[config.mk]
export PLATFORM = sky130hd
export DESIGN_NAME = uart_rx
export DESIGN_NICKNAME = d
export VERILOG_FILES = /design/src/rtl/uart_rx_pkg.sv /design/src/rtl/uart_rx_sync.sv /design/src/rtl/uart_rx.sv
export SDC_FILE = /design/constraint.sdc
export NUM_CORES = 1
export LEC_CHECK = 0
export CORE_ASPECT_RATIO = 0.7
export CORE_UTILIZATION = 55
export CTS_CLUSTER_DIAMETER = 200
export DETAILED_ROUTE_END_ITERATION = 7
export PLACE_DENSITY = 0.86
export REMOVE_ABC_BUFFERS = 1
export SYNTH_ARGS = -nofsm -noshare
export SYNTH_HDL_FRONTEND = slang
export SYNTH_SLANG_ARGS = --single-unit
[constraint.sdc]
create_clock -name clk -period 4.7 [get_ports clk]
set_input_delay 0.94 -clock clk [delete_from_list [all_inputs] [get_ports clk]]
set_output_delay 0.94 -clock clk [all_outputs]
set_load 0.01 [all_outputs]
[src/rtl/uart_rx_pkg.sv]
// Shared UART receiver definitions: default line settings, frame width and FSM encoding.
// Compile with UART_RX_PARITY_EN defined for 8E1 frames; the default build is 8N1.
package uart_rx_pkg;

  localparam int DEFAULT_CLK_FREQ = 100_000_000;
  localparam int DEFAULT_BAUD     = 9600;
  localparam int DATA_BITS        = 8;

  typedef enum logic [2:0] {
    IDLE      = 3'd0,
    START     = 3'd1,
    DATA      = 3'd2,
    PARITY    = 3'd3,
    STOP      = 3'd4,
    WAIT_HIGH = 3'd5
  } rx_state_t;

  // Integer division; the result must be at least 4 for mid-bit sampling to work.
  function automatic int clks_per_bit(input int clk_freq, input int baud);
    return clk_freq / baud;
  endfunction

endpackage

[src/rtl/uart_rx_sync.sv]
// Multi-flop synchroniser for an asynchronous level input; flops reset to 1 (idle line).
module uart_rx_sync #(
  parameter int STAGES = 2
) (
  input  logic clk,
  input  logic rst,
  input  logic d,
  output logic q
);

  logic [STAGES-1:0] sync_reg;

  always_ff @(posedge clk) begin
    if (rst) begin
      sync_reg <= '1;
    end else begin
      sync_reg <= {sync_reg[STAGES-2:0], d};
    end
  end

  assign q = sync_reg[STAGES-1];

endmodule

[src/rtl/uart_rx.sv]
// UART receiver, 8N1 LSB first with mid-bit sampling; 8E1 when UART_RX_PARITY_EN is defined.
// A stop bit sampled low raises frame_err and waits for the line to return high.
module uart_rx
  import uart_rx_pkg::*;
#(
  parameter int CLK_FREQ     = DEFAULT_CLK_FREQ,
  parameter int BAUD         = DEFAULT_BAUD,
  parameter int CLKS_PER_BIT = clks_per_bit(CLK_FREQ, BAUD)
) (
  input  logic       clk,
  input  logic       rst,
  input  logic       rx,
  output logic [7:0] rx_data,
  output logic       rx_valid,
  output logic       rx_busy,
  output logic       frame_err,
  output logic       parity_err
);

  localparam int CNT_W = $clog2(CLKS_PER_BIT);
  localparam logic [CNT_W-1:0] CNT_LAST  = CNT_W'(CLKS_PER_BIT - 1);
  localparam logic [CNT_W-1:0] CNT_HALF  = CNT_W'(CLKS_PER_BIT / 2 - 1);
  localparam logic [CNT_W-1:0] CNT_ONE   = CNT_W'(1);
  localparam logic [2:0]       IDX_LAST  = 3'(DATA_BITS - 1);

  logic rx_s;

  rx_state_t            state_reg, state_next;
  logic [CNT_W-1:0]     clk_cnt_reg, clk_cnt_next;
  logic [2:0]           bit_idx_reg, bit_idx_next;
  logic [DATA_BITS-1:0] shift_reg, shift_next;
  logic [DATA_BITS-1:0] data_reg, data_next;
  logic                 valid_reg, valid_next;
  logic                 ferr_reg, ferr_next;
  logic                 perr_reg, perr_next;
  logic                 parity_fail;

  uart_rx_sync #(.STAGES(2)) u_sync (
    .clk (clk),
    .rst (rst),
    .d   (rx),
    .q   (rx_s)
  );

`ifdef UART_RX_PARITY_EN
  logic parity_bad_reg, parity_bad_next;

  always_ff @(posedge clk) begin
    if (rst) begin
      parity_bad_reg <= 1'b0;
    end else begin
      parity_bad_reg <= parity_bad_next;
    end
  end

  assign parity_fail = parity_bad_reg;
`else
  assign parity_fail = 1'b0;
`endif

  always_ff @(posedge clk) begin
    if (rst) begin
      state_reg   <= IDLE;
      clk_cnt_reg <= '0;
      bit_idx_reg <= '0;
      shift_reg   <= '0;
      data_reg    <= '0;
      valid_reg   <= 1'b0;
      ferr_reg    <= 1'b0;
      perr_reg    <= 1'b0;
    end else begin
      state_reg   <= state_next;
      clk_cnt_reg <= clk_cnt_next;
      bit_idx_reg <= bit_idx_next;
      shift_reg   <= shift_next;
      data_reg    <= data_next;
      valid_reg   <= valid_next;
      ferr_reg    <= ferr_next;
      perr_reg    <= perr_next;
    end
  end

  always_comb begin
    state_next   = state_reg;
    clk_cnt_next = clk_cnt_reg;
    bit_idx_next = bit_idx_reg;
    shift_next   = shift_reg;
    data_next    = data_reg;
    valid_next   = 1'b0;
    ferr_next    = 1'b0;
    perr_next    = 1'b0;
`ifdef UART_RX_PARITY_EN
    parity_bad_next = parity_bad_reg;
`endif

    case (state_reg)
      IDLE: begin
        clk_cnt_next = '0;
        if (!rx_s) begin
          state_next = START;
        end
      end

      // Re-check the start bit at its centre so short glitches are rejected.
      START: begin
        if (clk_cnt_reg == CNT_HALF) begin
          clk_cnt_next = '0;
          bit_idx_next = '0;
          state_next   = rx_s ? IDLE : DATA;
        end else begin
          clk_cnt_next = clk_cnt_reg + CNT_ONE;
        end
      end

      DATA: begin
        if (clk_cnt_reg == CNT_LAST) begin
          clk_cnt_next            = '0;
          shift_next[bit_idx_reg] = rx_s;
          if (bit_idx_reg == IDX_LAST) begin
`ifdef UART_RX_PARITY_EN
            state_next = PARITY;
`else
            state_next = STOP;
`endif
          end else begin
            bit_idx_next = bit_idx_reg + 3'd1;
          end
        end else begin
          clk_cnt_next = clk_cnt_reg + CNT_ONE;
        end
      end

`ifdef UART_RX_PARITY_EN
      PARITY: begin
        if (clk_cnt_reg == CNT_LAST) begin
          clk_cnt_next    = '0;
          parity_bad_next = (rx_s != (^shift_reg));
          state_next      = STOP;
        end else begin
          clk_cnt_next = clk_cnt_reg + CNT_ONE;
        end
      end
`endif

      // Leaving at mid stop bit gives half a bit of slack for the next start edge.
      STOP: begin
        if (clk_cnt_reg == CNT_LAST) begin
          clk_cnt_next = '0;
          if (rx_s) begin
            if (parity_fail) begin
              perr_next = 1'b1;
            end else begin
              data_next  = shift_reg;
              valid_next = 1'b1;
            end
            state_next = IDLE;
          end else begin
            ferr_next  = 1'b1;
            state_next = WAIT_HIGH;
          end
        end else begin
          clk_cnt_next = clk_cnt_reg + CNT_ONE;
        end
      end

      WAIT_HIGH: begin
        clk_cnt_next = '0;
        if (rx_s) begin
          state_next = IDLE;
        end
      end

      default: begin
        state_next   = IDLE;
        clk_cnt_next = '0;
      end
    endcase
  end

  assign rx_data    = data_reg;
  assign rx_valid   = valid_reg;
  assign rx_busy    = (state_reg != IDLE);
  assign frame_err  = ferr_reg;
  assign parity_err = perr_reg;

endmodule

==> summary.md <==
| Metric | Value |
|---|---|
| Status | completed |
| Skew final | 0.00422 ns |
| Final setup vio count | 0 |
| Clock transition at path regs | 0.07 ns |
| GP Congestion | 0.807 |
| WL final | 3410 um |
| H-tree levels | 2 |
| Core Area | 3210 sq um |
| Die ar. | 3670 sq um |
| Post-CTS Hold Fix Bufs | 0 |
| Design Area, Final | 2090 sq um |
| Fin util | 65.2% |
| Multi-input logic area | 995 sq um |
| Remaining antenna violation count after routing | 0 |
| Final Hold Vio Count | 0 |
| Chip height | 51.0 um |
| Register bit total from synthesis | 40 |
| Cell accounting for the most synthesized area | dfxtp_1 |
| Final min period | 2.53 ns |
| Cells after Synth | 199 |
| Top post-synthesis cells by area | dfxtp_1, mux2i_1, nor2_1, xor2_1, nand2b_1 |
| Max Fclk | 396 MHz |
| TritonCTS Sinks | 40 |
| PostCTS Resize Cnt | 0 |
| Global-route usage over all layers | 20.6% |
| Synthesis-to-finish area growth | 11.2% |
| # IOs | 15 |
| Number of global-route vias before repair | 1242 |
| Crit start category | register |
| Unrepaired setup endpoints after global routing | no |
| Area after DPL | 2000 sq um |
| Die Wd | 71.9 um |
| Tot Pwr | 0.000663 W |
| Seq/Total Area, Yosys | 42.5% |
| Std-Cell Rows | 17 |
| Final TNS setup | 0 ns |
| CTS tree | done |
| Final Cycle Share | 53.8% |
| CP max FO | 9 |
| Synth cell types | 45 |
| Hpwl dp | 2360 um |
| Diode count | 0 |
| Aggregate global routing overflow | 0 |
| Largest net degree at the start of global routing | 24 |
| Post-DR wirelength/cell | 13.3 um |
| Final nets | 215 |
| TritonRoute pass-1 iters | 4 |
| Initial core utilization | 58.6% |
| DRC Markers | 0 |
| Maximum vdd ir drop | 0.208 mV |
| Syn. warnings | 0 |
| CTS Buf Count | 5 |
| Post CTS Setup Buffer Count | 0 |
| Critical path capture point type | output pin |
| Worst Max-Slew Pin Slew | 0.547 ns |
| # fillers | 279 |
| Pwr Density | 317 nW/um^2 |
| Initial antenna violation count | 0 |
| Clk_lat worst skew | 0.29 ns |
| Slew margin rel. | 63.5% |
| Leakage | 0.780 nW |
| Layout cell share with drive strength beyond 1 | 9.05% |
| Via count | 1404 |
| CP Data Arrival Time | 1.59 ns |
| Cell Area, Synth | 1880 sq um |
| Top_reg_cell synth | dfxtp_1 |
| Avg Inst Size Synth | 9.46 sq um |
| Async S/R FF share, synth | 0% |
| CTS root buffer | clkbuf_8 |
| Top cell type's share of synthesized area | 42.5% |
| Worst Hold Class | register to register |
| Post-synth EDFFs | 0 |
| First-pass GRT wire length | 5660 um |
| Critical Path RT | 3.76 ns |
| Clk buf depth | 2 |
| Maximum capacitance violations | 0 |
| Crit Path Class | register to output pin |
| Register Area | 801 sq um |
| Max reg flops | 14 |
| Slew Viols, Final | 0 |
| Vias/cell | 5.46 |
| DR iter-0 viols | 61 |
| PortBufs | 13 |
routing by layer:
metal  part of all wire [%]  wire [um]  global-route usage, %
met3                    4.8        164                   5.92
met5                      0          0                      0
met4                    2.4         82                   12.7
met1                     51       1740                   27.8
met2                     42       1420                   28.9
per-stage QoR:
stage                     hold WS [ns]  setup WS (ns)  cells
after CTS                        0.423           2.20    257
after global placement           0.398           2.30    249
after detailed placement         0.402           2.26    249
after floorplan                  0.389           2.85    188
final                            0.418           2.17    257
after global routing             0.427           2.14    257
area by class of cell:
| type | instances | area share (%) |
|---|---|---|
| Inverter | 3 | 0.538 |
| Multi-Input combinational cell | 145 | 47.5 |
| Sequential cell | 40 | 38.3 |
| Timing Repair Buffer | 14 | 6.58 |
| Clock buffer | 8 | 4.30 |
| Tap cell | 47 | 2.81 |
cells in the mapped netlist, types with 2 or more instances:
master	n
nor2_1	37
and4_1	4
nor3b_1	2
nor2b_1	2
xor2_1	10
buf_4	6
or2_2	2
nand4_1	7
buf_2	4
ha_1	3
inv_1	3
nor3_1	2
a21oi_1	4
nor4_1	6
nand2_1	8
nand2b_1	8
dfxtp_1	40
xnor2_1	2
or3_1	2
and3_1	2
mux2i_1	15
nand3_1	6
o21ai_1	2
layout by cell type, fill, tap and decap left out, types with 2 or more instances in the layout:
| cell type | netlist | final |
|---|---|---|
| nand2_1 | 8 | 8 |
| a21oi_1 | 4 | 4 |
| mux2i_1 | 15 | 15 |
| or3_1 | 2 | 2 |
| xnor2_1 | 2 | 2 |
| clkdlybuf4s50_1 | 0 | 13 |
| dfxtp_1 | 40 | 40 |
| nor4_1 | 6 | 6 |
| clkbuf_8 | 0 | 6 |
| clkbuf_1 | 0 | 2 |
| nor3b_1 | 2 | 2 |
| nand4_1 | 7 | 7 |
| nand3_1 | 6 | 6 |
| or2_2 | 2 | 2 |
| inv_1 | 3 | 3 |
| ha_1 | 3 | 3 |
| and4_1 | 4 | 4 |
| nor2b_1 | 2 | 2 |
| nor2_1 | 37 | 37 |
| o21ai_1 | 2 | 2 |
| and3_1 | 2 | 2 |
| nor3_1 | 2 | 2 |
| xor2_1 | 10 | 10 |
| nand2b_1 | 8 | 8 |
cells by family (layout without fill, tap and decap cells):
| group | count (synthesis) | count (layout) | synth area share [%] |
|---|---|---|---|
| AND/OR/NAND/NOR | 101 | 101 | 31.5 |
| flip-flops | 40 | 40 | 42.5 |
| multiplexers | 16 | 16 | 8.57 |
| buffers and inverters | 14 | 25 | 4.65 |
| AO/OA/AOI/OAI | 12 | 12 | 4.98 |
| XOR/XNOR | 12 | 12 | 5.58 |
| adder cells (fa/ha/maj) | 3 | 3 | 1.99 |
| other | 1 | 1 | 0.199 |
worst paths after layout:
path         slack [ns]  cells past startpoint                     startpoint                             to
max                2.17                      2      state_reg[2]$_SDFFE_PP0P_                        rx_busy
min                0.42                      1  u_sync.sync_reg[0]$_SDFF_PP1_  u_sync.sync_reg[1]$_SDFF_PP1_
max reg2reg        2.62                      6      clk_cnt_reg[0]$_SDFF_PP0_      state_reg[0]$_SDFFE_PP0P_
min reg2reg        0.42                      1  u_sync.sync_reg[0]$_SDFF_PP1_  u_sync.sync_reg[1]$_SDFF_PP1_
worst max-delay path: stages, from the launching register on:
cell and delay [ns]:
dfxtp_1 0.41, or3_1 0.40, clkdlybuf4s50_1 0.48
power breakdown:
| group | leakage [nW] | internal [W] | total [W] | switching, W |
|---|---|---|---|---|
| logic | 0.412 | 0.0000341 | 0.0000738 | 0.0000398 |
| clock network | 0.0455 | 0.000120 | 0.000232 | 0.000112 |
| registers | 0.323 | 0.000346 | 0.000357 | 0.0000118 |
Power figures use the tool's default switching activity.
